`src/rtl/sqrt_pkg.sv`:
```
// Shared definitions for the fixed-point square-root arbitration logic:
// default data widths and the arbiter FSM state encoding.
package sqrt_pkg;

  localparam int WIDTH_DEF = 16;
  localparam int FBITS_DEF = 8;

  typedef enum logic [1:0] {
    ST_IDLE  = 2'd0,
    ST_ISSUE = 2'd1,
    ST_WAIT  = 2'd2,
    ST_RESP  = 2'd3
  } state_e;

endpackage

```
`src/rtl/rr_arbiter.sv`:
```
// Combinational round-robin picker: selects the first asserted request
// scanning ptr, ptr+1, ... modulo N. Reusable wherever a rotating priority is needed.
module rr_arbiter #(
  parameter int N = 4,
  localparam int IDXW = (N > 1) ? $clog2(N) : 1
) (
  input  logic [N-1:0]    req,
  input  logic [IDXW-1:0] ptr,
  output logic [N-1:0]    pick,
  output logic [IDXW-1:0] pick_idx,
  output logic            valid
);

  always_comb begin
    // NOTE: every output gets a default before the loop so no path leaves it unassigned (no latch).
    pick     = '0;
    pick_idx = '0;
    valid    = 1'b0;
    for (int k = 0; k < N; k++) begin
      if (!valid && req[(int'(ptr) + k) % N]) begin
        valid                     = 1'b1;
        pick[(int'(ptr) + k) % N] = 1'b1;
        pick_idx                  = IDXW'((int'(ptr) + k) % N);
      end
    end
  end

endmodule

```
`src/rtl/sqrt_arbiter.sv`:
```
// Shares one square-root core between N_REQ requesters: round-robin grant,
// one operation in flight, per-requester response pulse and a core watchdog.
module sqrt_arbiter
  import sqrt_pkg::*;
#(
  parameter int N_REQ   = 4,
  parameter int WIDTH   = WIDTH_DEF,
  parameter int FBITS   = FBITS_DEF,
  parameter int TIMEOUT = 32
) (
  input  logic                   clk,
  input  logic                   rst,
  input  logic [N_REQ-1:0]       req,
  input  logic [N_REQ*WIDTH-1:0] req_rad,
  output logic [N_REQ-1:0]       grant,
  output logic [N_REQ-1:0]       resp_valid,
  output logic [WIDTH-1:0]       resp_root,
  output logic [WIDTH-1:0]       resp_rem,
  output logic                   resp_err,
  output logic                   busy,
  output logic                   core_start,
  output logic [WIDTH-1:0]       core_rad,
  input  logic                   core_busy,
  input  logic                   core_valid,
  input  logic [WIDTH-1:0]       core_root,
  input  logic [WIDTH-1:0]       core_rem
);

  localparam int IDXW = $clog2(N_REQ);
  localparam int TW   = (TIMEOUT > 2) ? $clog2(TIMEOUT) : 1;

  state_e            state_q, state_d;
  logic [IDXW-1:0]   ptr_q, ptr_d;
  logic [IDXW-1:0]   idx_q, idx_d;
  logic [TW-1:0]     timer_q, timer_d;
  logic [WIDTH-1:0]  rad_d;
  logic [N_REQ-1:0]  grant_d, resp_valid_d;
  logic [WIDTH-1:0]  root_d, rem_d;
  logic              err_d, start_d, busy_d;

  logic [N_REQ-1:0]  pick;
  logic [IDXW-1:0]   pick_idx;
  logic              pick_valid;

  // Core status and the Q-format split are informational only at this level.
  logic unused_core_status;
  assign unused_core_status = core_busy ^ (FBITS < 0);

  rr_arbiter #(.N(N_REQ)) u_rr (
    .req      (req),
    .ptr      (ptr_q),
    .pick     (pick),
    .pick_idx (pick_idx),
    .valid    (pick_valid)
  );

  always_comb begin
    state_d      = state_q;
    ptr_d        = ptr_q;
    idx_d        = idx_q;
    timer_d      = timer_q;
    rad_d        = core_rad;
    grant_d      = '0;
    resp_valid_d = '0;
    root_d       = '0;
    rem_d        = '0;
    err_d        = 1'b0;
    start_d      = 1'b0;
    case (state_q)
      ST_IDLE: begin
        if (pick_valid) begin
          grant_d = pick;
          idx_d   = pick_idx;
          rad_d   = req_rad[pick_idx*WIDTH +: WIDTH];
          ptr_d   = (pick_idx == IDXW'(N_REQ - 1)) ? '0 : pick_idx + 1'b1;
          state_d = ST_ISSUE;
        end
      end
      ST_ISSUE: begin
        start_d = 1'b1;
        timer_d = '0;
        state_d = ST_WAIT;
      end
      ST_WAIT: begin
        timer_d = timer_q + 1'b1;
        // A result on the last permitted cycle beats the watchdog.
        if (core_valid) begin
          root_d       = core_root;
          rem_d        = core_rem;
          resp_valid_d = N_REQ'(1) << idx_q;
          state_d      = ST_RESP;
        end else if (timer_q == TW'(TIMEOUT - 1)) begin
          err_d        = 1'b1;
          resp_valid_d = N_REQ'(1) << idx_q;
          state_d      = ST_RESP;
        end
      end
      ST_RESP: state_d = ST_IDLE;
      default: state_d = ST_IDLE;
    endcase
    busy_d = (state_d != ST_IDLE);
  end

  // NOTE: sequential state uses non-blocking assignments so every register samples pre-edge values.
  always_ff @(posedge clk or posedge rst) begin
    if (rst) begin
      state_q    <= ST_IDLE;
      ptr_q      <= '0;
      idx_q      <= '0;
      timer_q    <= '0;
      core_rad   <= '0;
      grant      <= '0;
      resp_valid <= '0;
      resp_root  <= '0;
      resp_rem   <= '0;
      resp_err   <= 1'b0;
      core_start <= 1'b0;
      busy       <= 1'b0;
    end else begin
      state_q    <= state_d;
      ptr_q      <= ptr_d;
      idx_q      <= idx_d;
      timer_q    <= timer_d;
      core_rad   <= rad_d;
      grant      <= grant_d;
      resp_valid <= resp_valid_d;
      resp_root  <= root_d;
      resp_rem   <= rem_d;
      resp_err   <= err_d;
      core_start <= start_d;
      busy       <= busy_d;
    end
  end

endmodule

```
`config.mk`:
```
export PLATFORM = sky130hd
export DESIGN_NAME = sqrt_arbiter
export DESIGN_NICKNAME = d
export VERILOG_FILES = /design/src/rtl/sqrt_pkg.sv /design/src/rtl/rr_arbiter.sv /design/src/rtl/sqrt_arbiter.sv
export SDC_FILE = /design/constraint.sdc
export NUM_CORES = 1
export LEC_CHECK = 0
export BUFFER_PORTS_ARGS = -buffer_cell sky130_fd_sc_hd__buf_4
export CAP_MARGIN = 20
export CELL_PAD_IN_SITES_DETAIL_PLACEMENT = 1
export CELL_PAD_IN_SITES_GLOBAL_PLACEMENT = 2
export CORE_MARGIN = 10
export CORE_UTILIZATION = 28
export CTS_CLUSTER_SIZE = 8
export DETAILED_ROUTE_END_ITERATION = 10
export GPL_TIMING_DRIVEN = 0
export PLACE_DENSITY_LB_ADDON = 0.1
export SLEW_MARGIN = 20
export SYNTH_ARGS = -nofsm -noshare
export SYNTH_HDL_FRONTEND = slang
export SYNTH_SLANG_ARGS = --single-unit
```
`constraint.sdc`:
```
create_clock -name clk -period 3.9 [get_ports clk]
set_input_delay 0.975 -clock clk [delete_from_list [all_inputs] [get_ports clk]]
set_output_delay 0.975 -clock clk [all_outputs]
set_load 0.05 [all_outputs]
```
==> run summary, run 1 <==
Via Count -> 3,692
DR WL met3 -> 1.469 mm
M1 WL -> 6.528 mm
Input/output buffers -> 159
CORE AREA -> 13,400 um^2
Critical path class -> flip-flop to flip-flop
Cts bufs inserted -> 9
Pwr per Cell Area -> 928.2 nW/um^2
Slew Limit Fails -> 0
Nets@finish -> 675
Htree depth -> 3
VDD IR max -> 0.2780 mV
DRT antenna net count -> 0
Worst setup SP type -> flip-flop
Syn Nets -> 501
RSZ-0062 raised after global routing -> no
Gp weighted congestion -> 0.7907
CTS root buf -> clkbuf_16
Synthesis-stage register bit count -> 70
CTS Hold Bufs -> 0
Synth Instances -> 384
Number of synthesized flops with an enable pin -> 0
Netlist Area Pre-Place -> 3876 um^2
TNS Setup -> 0 ns
TritonRoute pass-1 iters -> 4
Final min period -> 3.676 ns
N_diodes -> 0
Pleak -> 2.815 nW
Final instance area -> 5699 um^2
Initial core utilization -> 0.2893
Final Power -> 5.290 mW
Vias per cell -> 4.996
Longest Clk Path Bufs -> 2
Register area share after synthesis -> 0.4519
Ports -> 163
First-pass GRT wire length -> 22.50 mm
Synth top area share -> 0.4519
Status -> finished, final reports clean
Die area -> 18,950 um^2
Class of the worst hold path -> flip-flop to flip-flop
Clock-pin slew on the worst setup and hold paths -> 0.06 ns
Worst-Skew Late Latency -> 0.33 ns
Die Ht -> 137.7 um
Area Overhead vs Synth -> 47.03%
Area leader, netlist -> dfrtp_1
WL per Instance -> 19.48 um
Top FF cell, synth -> dfrtp_1
Top Metal Used -> met4
Max_cap viols -> 0
Grt total ovfl -> 0
Hpwl dp -> 11.22 mm
Worst Setup End Kind -> flip-flop
Initial antenna violation count -> 0
Worst EP required -> 4.11 ns
CP max-delay cell -> dfrtp_2
Worst endpoint data arrival time -> 3.88 ns
FFs w/ async S/R, synth -> 1.000
Avg Cell Area, Syn -> 10.09 um^2
Total track usage -> 0.1518
Initial DRC Count -> 167
CTS tree -> built
Max incr delay on CP -> 0.47 ns
Yosys warning count -> 0
Final wirelength -> 14.40 mm
Fmax -> 0.2721 GHz
Met2 WL -> 6.308 mm
Top cells by area, synth -> dfrtp_1 (45%), and3_1 (5.5%), ha_1 (4.2%)
Crit path max fanout -> 13
Num Clock Sinks -> 70
Row count -> 42
Vias in the first global route -> 4,114
R2R Setup Slk -> 0.22 ns
# fillers -> 1,572
Least-Margin Pin Slew -> 0.8883 ns
Clk_skew -> 0.007790 ns
Largest net degree at the start of global routing -> 54
Placed cell area -> 5320 um^2
Fin crit share -> 0.9425
Yosys cell types -> 53
Slew HR -> 0.4032
Final hold violations -> 0
# setup viols final -> 0
Layout cells sized above 1 -> 0.3996
Die width -> 137.7 um
DRC Markers -> 0
Crit path cell chain -> clkbuf_4, inv_1, clkbuf_4, buf_4, ha_1, buf_2, mux4_2, nand2b_1, buf_4, nand2_2, mux2_1, o221a_1, o31a_1
[flip-flops by register name, indices dropped and copies added (netlist names)]
| register | cells |
|---|---|
| core_rad | 16 |
| resp_rem | 16 |
| resp_root | 16 |
| timer_q | 5 |
| grant | 4 |
| resp_valid | 4 |
| idx_q | 2 |
| ptr_q | 2 |
| state_q | 2 |
| busy | 1 |
| core_start | 1 |
| resp_err | 1 |
[stage by stage]
step                utilization  hold slack [ns]  worst slack, ns  std cells
detailed placement       0.3970           0.4891          -0.8557        720
finish                   0.4253           0.4992           0.2242        739
floorplan                     -           0.4441           0.2586        384
global placement         0.3948           0.4682          -0.7831        719
global route             0.4253           0.5201          0.03350        739
CTS                      0.4233           0.4990          0.07746        739
[critical path, delay by kind of cell, from the launching register on]
kind / cells / cell delay (ns)
buffers and inverters: 6 / 1.17
muxes: 2 / 0.73
AOI/OAI and AO/OA: 2 / 0.52
DFF: 1 / 0.47
and+or+nand+nor: 2 / 0.40
adders and majority gates: 1 / 0.25
[routing by layer]
layer,vias up,GRT usage
met2,134,0.2331
met5,-,0
met3,7,0.06883
li1,1761,-
met1,1790,0.1930
met4,0,0.02810
[repair_timing]
item,CTS,global route
endpoints found under the setup margin,26,24
gates resized for setup,13,10
pin swaps,0,0
buffers inserted,3,0
[kinds of logic (layout without fill, tap and decap cells)]
kind of cell,after synthesis,in the layout,synth area share
compound gates,95,95,0.1956
fa+ha+maj,13,13,0.04196
xor+xnor,1,1,0.002260
mux,26,26,0.08005
buf+inv,39,218,0.04487
simple gates,140,140,0.1833
flops,70,70,0.4519
[power by group]
part           switching (mW)  internal, mW
Combinational            2.18          1.22
Sequential              0.126         0.946
Clock                   0.322         0.500
Total                    2.62          2.67
[worst paths after layout]
kind                           from             to  depth (start not counted)
max in group asynchronous       rst       ptr_q[0]                          3
setup reg to reg           ptr_q[0]    core_rad[5]                         13
min in group asynchronous       rst   resp_rem[13]                          2
hold / removal             idx_q[1]  resp_valid[1]                          1
setup / recovery           ptr_q[0]    core_rad[5]                         13
hold reg to reg            idx_q[1]  resp_valid[1]                          1
[synth_stat cells (9+ instances only)]
master	count
dfrtp_1	70
nor2_1	42
and3_1	34
nand2_1	22
nand3_1	20
a21oi_1	17
clkbuf_1	16
o21ai_0	14
ha_1	13
mux2i_1	13
buf_2	10
inv_1	9
[placed cells by master (no fill, tap or decap), types with 2 or more instances in the layout]
cell / netlist / final
clkbuf_2: 0 / 2
mux2_2: 2 / 2
and2_0: 5 / 5
o21a_1: 3 / 3
and2_1: 4 / 4
a2111oi_2: 0 / 7
inv_1: 9 / 8
o221a_1: 8 / 8
o21ai_0: 14 / 14
buf_4: 4 / 167
dfrtp_1: 70 / 69
nor2_1: 42 / 42
nand2_1: 22 / 22
o31a_1: 8 / 8
a221oi_2: 8 / 8
a221oi_1: 4 / 4
buf_2: 10 / 9
o21ai_2: 2 / 2
nand3_1: 20 / 20
clkbuf_16: 0 / 9
ha_1: 13 / 13
clkbuf_1: 16 / 13
a31oi_1: 8 / 8
mux4_2: 3 / 3
a21oi_1: 17 / 16
clkinv_4: 0 / 3
mux2_1: 8 / 8
and3_1: 34 / 34
clkbuf_4: 0 / 2
a22oi_1: 4 / 4
mux2i_1: 13 / 13
[cell type report]
class                           count  area, um^2  area share
Multi-Input combinational cell    275        1994      0.3499
Sequential cell                    70        1753      0.3076
Timing Repair Buffer              163        1244      0.2182
Clock buffer                       10       229.0     0.04018
Tap cell                          176       220.2     0.03864
Buffer                             30       152.6     0.02678
Clock inverter                      6       70.07     0.01229
Inverter                            9       36.28    0.006367
Power figures use the tool's default switching activity.
==> inputs of run 2 (changes only) <==
ABC_AREA = 1   (was not set)
CORE_UTILIZATION = 26   (was 28)
==> run summary, run 2 <==
Vias per cell -> 4.265
Synth top area share -> 0.4589
Sw Pwr -> 2.523 mW
Die width -> 141.2 um
Setup Fix Bufs, Post-CTS -> 0
R2R Setup Slk -> 1.33 ns
Final wirelength -> 12.99 mm
Class of the worst hold path -> flip-flop to flip-flop
Top cells by area, synth -> dfrtp_1 (46%), nand2_1 (12%), inv_1 (11%)
Ports -> 163
Area leader, netlist -> dfrtp_1
CTS root buf -> clkbuf_16
First-pass GRT wire length -> 21.27 mm
Die Ht -> 141.2 um
Worst setup SP type -> flip-flop
Largest net degree at the start of global routing -> 43
Cts bufs inserted -> 9
Final instance area -> 5557 um^2
Layout cells sized above 1 -> 0.3131
Most frequent cell after synthesis -> nand2_1
Top FF cell, synth -> dfrtp_1
TNS Setup -> 0 ns
Gp weighted congestion -> 0.7850
Avg Cell Area, Syn -> 7.650 um^2
Largest registers -> core_rad (16), resp_rem (16), resp_root (16)
WL per Instance -> 15.14 um
Fmax -> 0.3889 GHz
Synthesis-stage register bit count -> 70
# fillers -> 1,784
Crit path max fanout -> 10
Num Clock Sinks -> 70
DRT antenna net count -> 0
Input/output buffers -> 161
Number of synthesized flops with an enable pin -> 0
Worst-Skew Late Latency -> 0.32 ns
Multi-input gate area -> 1508 um^2
Slew Limit Fails -> 0
DRC Markers -> 0
Initial DRC Count -> 113
Most common cell after layout, fill and taps aside -> buf_4
CTS tree -> built
Status -> finished, final reports clean
Final hold violations -> 0
Row count -> 44
Final min period -> 2.572 ns
Yosys cell types -> 30
Setup WS post-layout -> 1.328 ns
Worst Setup End Kind -> flip-flop
Synth Instances -> 499
Clk_skew -> 0.001613 ns
RSZ-0062 raised after global routing -> no
Util after Layout -> 0.3838
Vias in the first global route -> 4,124
CTS Hold Bufs -> 0
Pint -> 2.441 mW
FFs w/ async S/R, synth -> 1.000
CORE AREA -> 14,480 um^2
VDD IR max -> 0.3567 mV
Slew HR -> 0.6563
Hpwl dp -> 10.45 mm
Sw frac -> 0.5083
Netlist Area Pre-Place -> 3817 um^2
Die area -> 19,930 um^2
Fin crit share -> 0.6594
Htree depth -> 3
Gate power share -> 0.626
Pleak -> 3.292 nW
Critical path class -> flip-flop to flip-flop
Register area share after synthesis -> 0.4589
Most frequent cells after synthesis -> nand2_1 (117), inv_1 (114), dfrtp_1 (70), nand3_1 (66), nor2_1 (39)
Syn Nets -> 616
Total track usage -> 0.1312
Initial core utilization -> 0.2637
Worst endpoint data arrival time -> 2.78 ns
Placed cell area -> 5279 um^2
Most frequent cells in the layout -> buf_4 (162), nand2_1 (117), inv_1 (113)
N_diodes -> 0
Max_cap viols -> 0
Yosys warning count -> 0
Sequential share of power -> 0.216
Final Power -> 4.964 mW
Worst EP required -> 4.11 ns
TritonRoute pass-1 iters -> 4
Post-CTS sizing -> 0
Longest Clk Path Bufs -> 2
Area Overhead vs Synth -> 45.56%
Initial antenna violation count -> 0
Pwr per Cell Area -> 893.4 nW/um^2
Nets@finish -> 789
Clock power frac -> 0.158
Least-Margin Pin Slew -> 0.5109 ns
Via Count -> 3,659
Seq. cell area -> 1752 um^2
Place WS -> 1.270 ns
Clock-pin slew on the worst setup and hold paths -> 0.05 ns
Grt total ovfl -> 0
# setup viols final -> 0
==> run 2: cell types whose count changed in the layout (fill, tap and decap cells not counted), moves of 8 or more <==
cell,delta
clkbuf_1,-8
and3_1,-34
nand2_1,+95
nand3_1,+46
mux2_1,-8
a221oi_2,-8
inv_1,+105
o31a_1,-8
o221a_1,-8
a31oi_1,-8
mux2i_1,-13
==> run 2: path summary, 6_finish.rpt <==
check,start,endpoint,depth (start not counted)
worst max-delay path,ptr_q[1],core_rad[7],14
worst min-delay path,idx_q[0],resp_valid[2],1
worst max register to register,ptr_q[1],core_rad[7],14
worst min register to register,idx_q[0],resp_valid[2],1
max in group asynchronous,rst,grant[2],3
min in group asynchronous,rst,resp_root[11],2
==> run 2: layer usage <==
metal,share of wire,GRT usage
met5,0,0
met4,0.0079,0.03043
met3,0.068,0.05106
met2,0.53,0.2329
met1,0.40,0.1432
==> run 2: kinds of logic after synthesis <==
| family | after synthesis | share of synthesized area |
|---|---|---|
| adder cells (fa/ha/maj) | 13 | 0.04261 |
| buffers and inverters | 132 | 0.1462 |
| AO/OA/AOI/OAI | 27 | 0.03704 |
| flip-flops | 70 | 0.4589 |
| AND/OR/NAND/NOR | 257 | 0.3153 |
==> run 2: power groups by stage <==
stage | registers, mW | clock network, mW | logic, mW
after floorplan | 1.63 | 0 | 1.68
after global placement | 1.08 | 0 | 3.10
after detailed placement | 1.09 | 0 | 3.16
after CTS | 1.08 | 0.806 | 3.17
after global routing | 1.10 | 0.838 | 3.49
final | 1.07 | 0.783 | 3.11
==> run 2: cell type report <==
| class | instances | share of cell area |
|---|---|---|
| Sequential cell | 70 | 0.3152 |
| Multi-Input combinational cell | 297 | 0.2713 |
| Timing Repair Buffer | 162 | 0.2211 |
| Inverter | 118 | 0.08196 |
| Clock buffer | 11 | 0.04368 |
| Tap cell | 184 | 0.04143 |
| Buffer | 14 | 0.01891 |
| Clock inverter | 2 | 0.006305 |
==> run 2: per-stage QoR <==
step | cells | hold WS (ns)
floorplan | 499 | 0.4331
global placement | 844 | 0.4592
detailed placement | 845 | 0.4710
CTS | 858 | 0.4866
global route | 858 | 0.5088
finish | 858 | 0.4766
==> run 2: critical path, cell delays in order (launching register included) <==
cell and delay [ns]:
dfrtp_1 0.51, inv_1 0.27, ha_1 0.39, inv_1 0.09, nand3_1 0.10, nand2_2 0.11, a21oi_1 0.19, nand2_2 0.16
nand2_4 0.16, buf_6 0.17, nand2_1 0.07, nand3_1 0.06, nand2_1 0.05, nand2_1 0.05, nand2_1 0.05
==> inputs of run 3 (changes only) <==
clock period = 2.5 ns   (was 3.9 ns; I/O delays follow)
==> run summary, run 3 (synthesized netlist as in run 2, its figures left out) <==
Sw frac -> 0.5020
Cts bufs inserted -> 9
Most common cell after layout, fill and taps aside -> buf_4
CTS Hold Bufs -> 0
Final min period -> 2.321 ns
Initial core utilization -> 0.2637
Status -> finished, final reports clean
Largest net degree at the start of global routing -> 43
CORE AREA -> 14,480 um^2
Via Count -> 3,733
Final hold slack -> 0.2966 ns
Crit path max fanout -> 12
Fin crit share -> 0.9284
Clock-pin slew on the worst setup and hold paths -> 0.06 ns
Area Overhead vs Synth -> 49.30%
Least-Margin Pin Slew -> 0.5075 ns
First-pass GRT wire length -> 21.33 mm
Sw Pwr -> 4.059 mW
CP max-delay cell -> dfrtp_2
Pleak -> 3.351 nW
Clock power frac -> 0.151
Hpwl dp -> 10.45 mm
Die width -> 141.2 um
Clk_skew -> 0.003184 ns
Worst setup SP type -> flip-flop
Reg2reg path depth -> 13
Row count -> 44
Gp weighted congestion -> 0.7850
Place WS -> -0.1300 ns
Vias in the first global route -> 4,125
Nets@finish -> 801
Largest registers -> core_rad (16), resp_rem (16), resp_root (16)
Pwr per Cell Area -> 1419 nW/um^2
WL per Instance -> 15.16 um
Final instance area -> 5699 um^2
Pint -> 4.027 mW
Max incr delay on CP -> 0.40 ns
Setup WS post-layout -> 0.1791 ns
Critical path class -> flip-flop to flip-flop
Die Ht -> 141.2 um
N_diodes -> 0
Gate power share -> 0.643
Worst EP required -> 2.71 ns
Max_cap viols -> 0
Worst endpoint data arrival time -> 2.53 ns
Post-route insts no fill -> 870
Critical Path Most Common Cell -> nand3_1
Crit path cell chain -> buf_8, inv_8, ha_1, inv_2, nand3_1, nand2_4, nand4_4, nand2_8, nand2_8, buf_6, or2_1, nand3_1, nand3_1
Longest Clk Path Bufs -> 2
R2R Path Start -> ptr_q[0]
CTS root buf -> clkbuf_16
Class of the worst hold path -> input pin to asynchronous set/reset pin
Sequential share of power -> 0.205
Slew HR -> 0.6585
Fmax -> 0.4309 GHz
Slew Limit Fails -> 0
Vias per cell -> 4.291
# setup viols final -> 0
Ports -> 163
Num Clock Sinks -> 70
VDD IR max -> 0.5663 mV
Worst reg2reg endpoint -> core_rad[6]
Total track usage -> 0.1315
Placed cell area -> 5279 um^2
Grt total ovfl -> 0
Die area -> 19,930 um^2
R2R Setup Slk -> 0.18 ns
DRT antenna net count -> 0
Input/output buffers -> 161
CTS tree -> built
DRC Markers -> 0
Layout cells sized above 1 -> 0.3324
Worst Setup End Kind -> flip-flop
Initial DRC Count -> 108
Placed Instances -> 845
Worst-Skew Late Latency -> 0.33 ns
Most frequent cells in the layout -> buf_4 (175), nand2_1 (117), inv_1 (111)
Final hold violations -> 0
TritonRoute pass-1 iters -> 4
Initial antenna violation count -> 0
Final wirelength -> 13.19 mm
Htree depth -> 3
# fillers -> 1,775
[run 3: per-stage QoR]
stage                       util  setup TNS [ns]  total power, mW
after floorplan                -               0            5.150
after global placement    0.3630          -62.86            6.517
after detailed placement  0.3646          -2.253            6.628
after CTS                 0.3846               0            7.913
after global routing      0.3936       -0.006851            8.805
final                     0.3936               0            8.086
[run 3: critical path, delay by kind of cell (launching register included)]
kind                       cells  cell delay [ns]
adders and majority gates      1             0.34
buffers and inverters          4             0.48
DFF                            1             0.40
and+or+nand+nor                8             0.99
[run 3: repair_timing]
| item | CTS | global route |
|---|---|---|
| setup buffers | 1 | 11 |
| gates resized for setup | 2 | 13 |
| setup endpoints to repair | 22 | 22 |
| pin swaps | 0 | 1 |
[run 3: final cells by class]
type	count	area, um^2	area share
sequential	70	1754	0.3078
multi-input combinational	297	1539	0.2700
timing repair buffer	174	1319	0.2314
inverter	118	459.2	0.08057
clock buffer	11	242.7	0.04259
tap	184	230.2	0.04040
buffer	14	120.1	0.02108
clock inverter	2	35.03	0.006147
[run 3: how the worst max path moves through the flow]
stage / startpoint / end / slack, ns / cells after the start
6_report: ptr_q[0] / core_rad[6] / 0.18 / 13
5_1_grt: ptr_q[0] / core_rad[7] / -0.007 / 14
4_1_cts: ptr_q[0] / busy / 0.02 / 13
3_5_place_dp: ptr_q[1] / core_rad[11] / -0.13 / 14
3_3_place_gp: rst / grant[2] / -0.88 / 2
2_1_floorplan: rst / busy / 0.11 / 1
[run 3: layer usage]
metal / share of wire / up-vias / track usage
met3: 0.070 / 8 / 0.05072
met5: 0 / - / 0
met4: 0.0077 / 0 / 0.02989
met1: 0.39 / 1776 / 0.1448
met2: 0.53 / 82 / 0.2324
li1: - / 1867 / -
[run 3: power by group through the flow]
stage	Combinational (mW)	Clock, mW	Sequential [mW]
floorplan	2.61	0	2.54
global placement	4.83	0	1.68
detailed placement	4.93	0	1.70
CTS	4.97	1.26	1.69
global route	5.79	1.31	1.71
finish	5.20	1.22	1.66
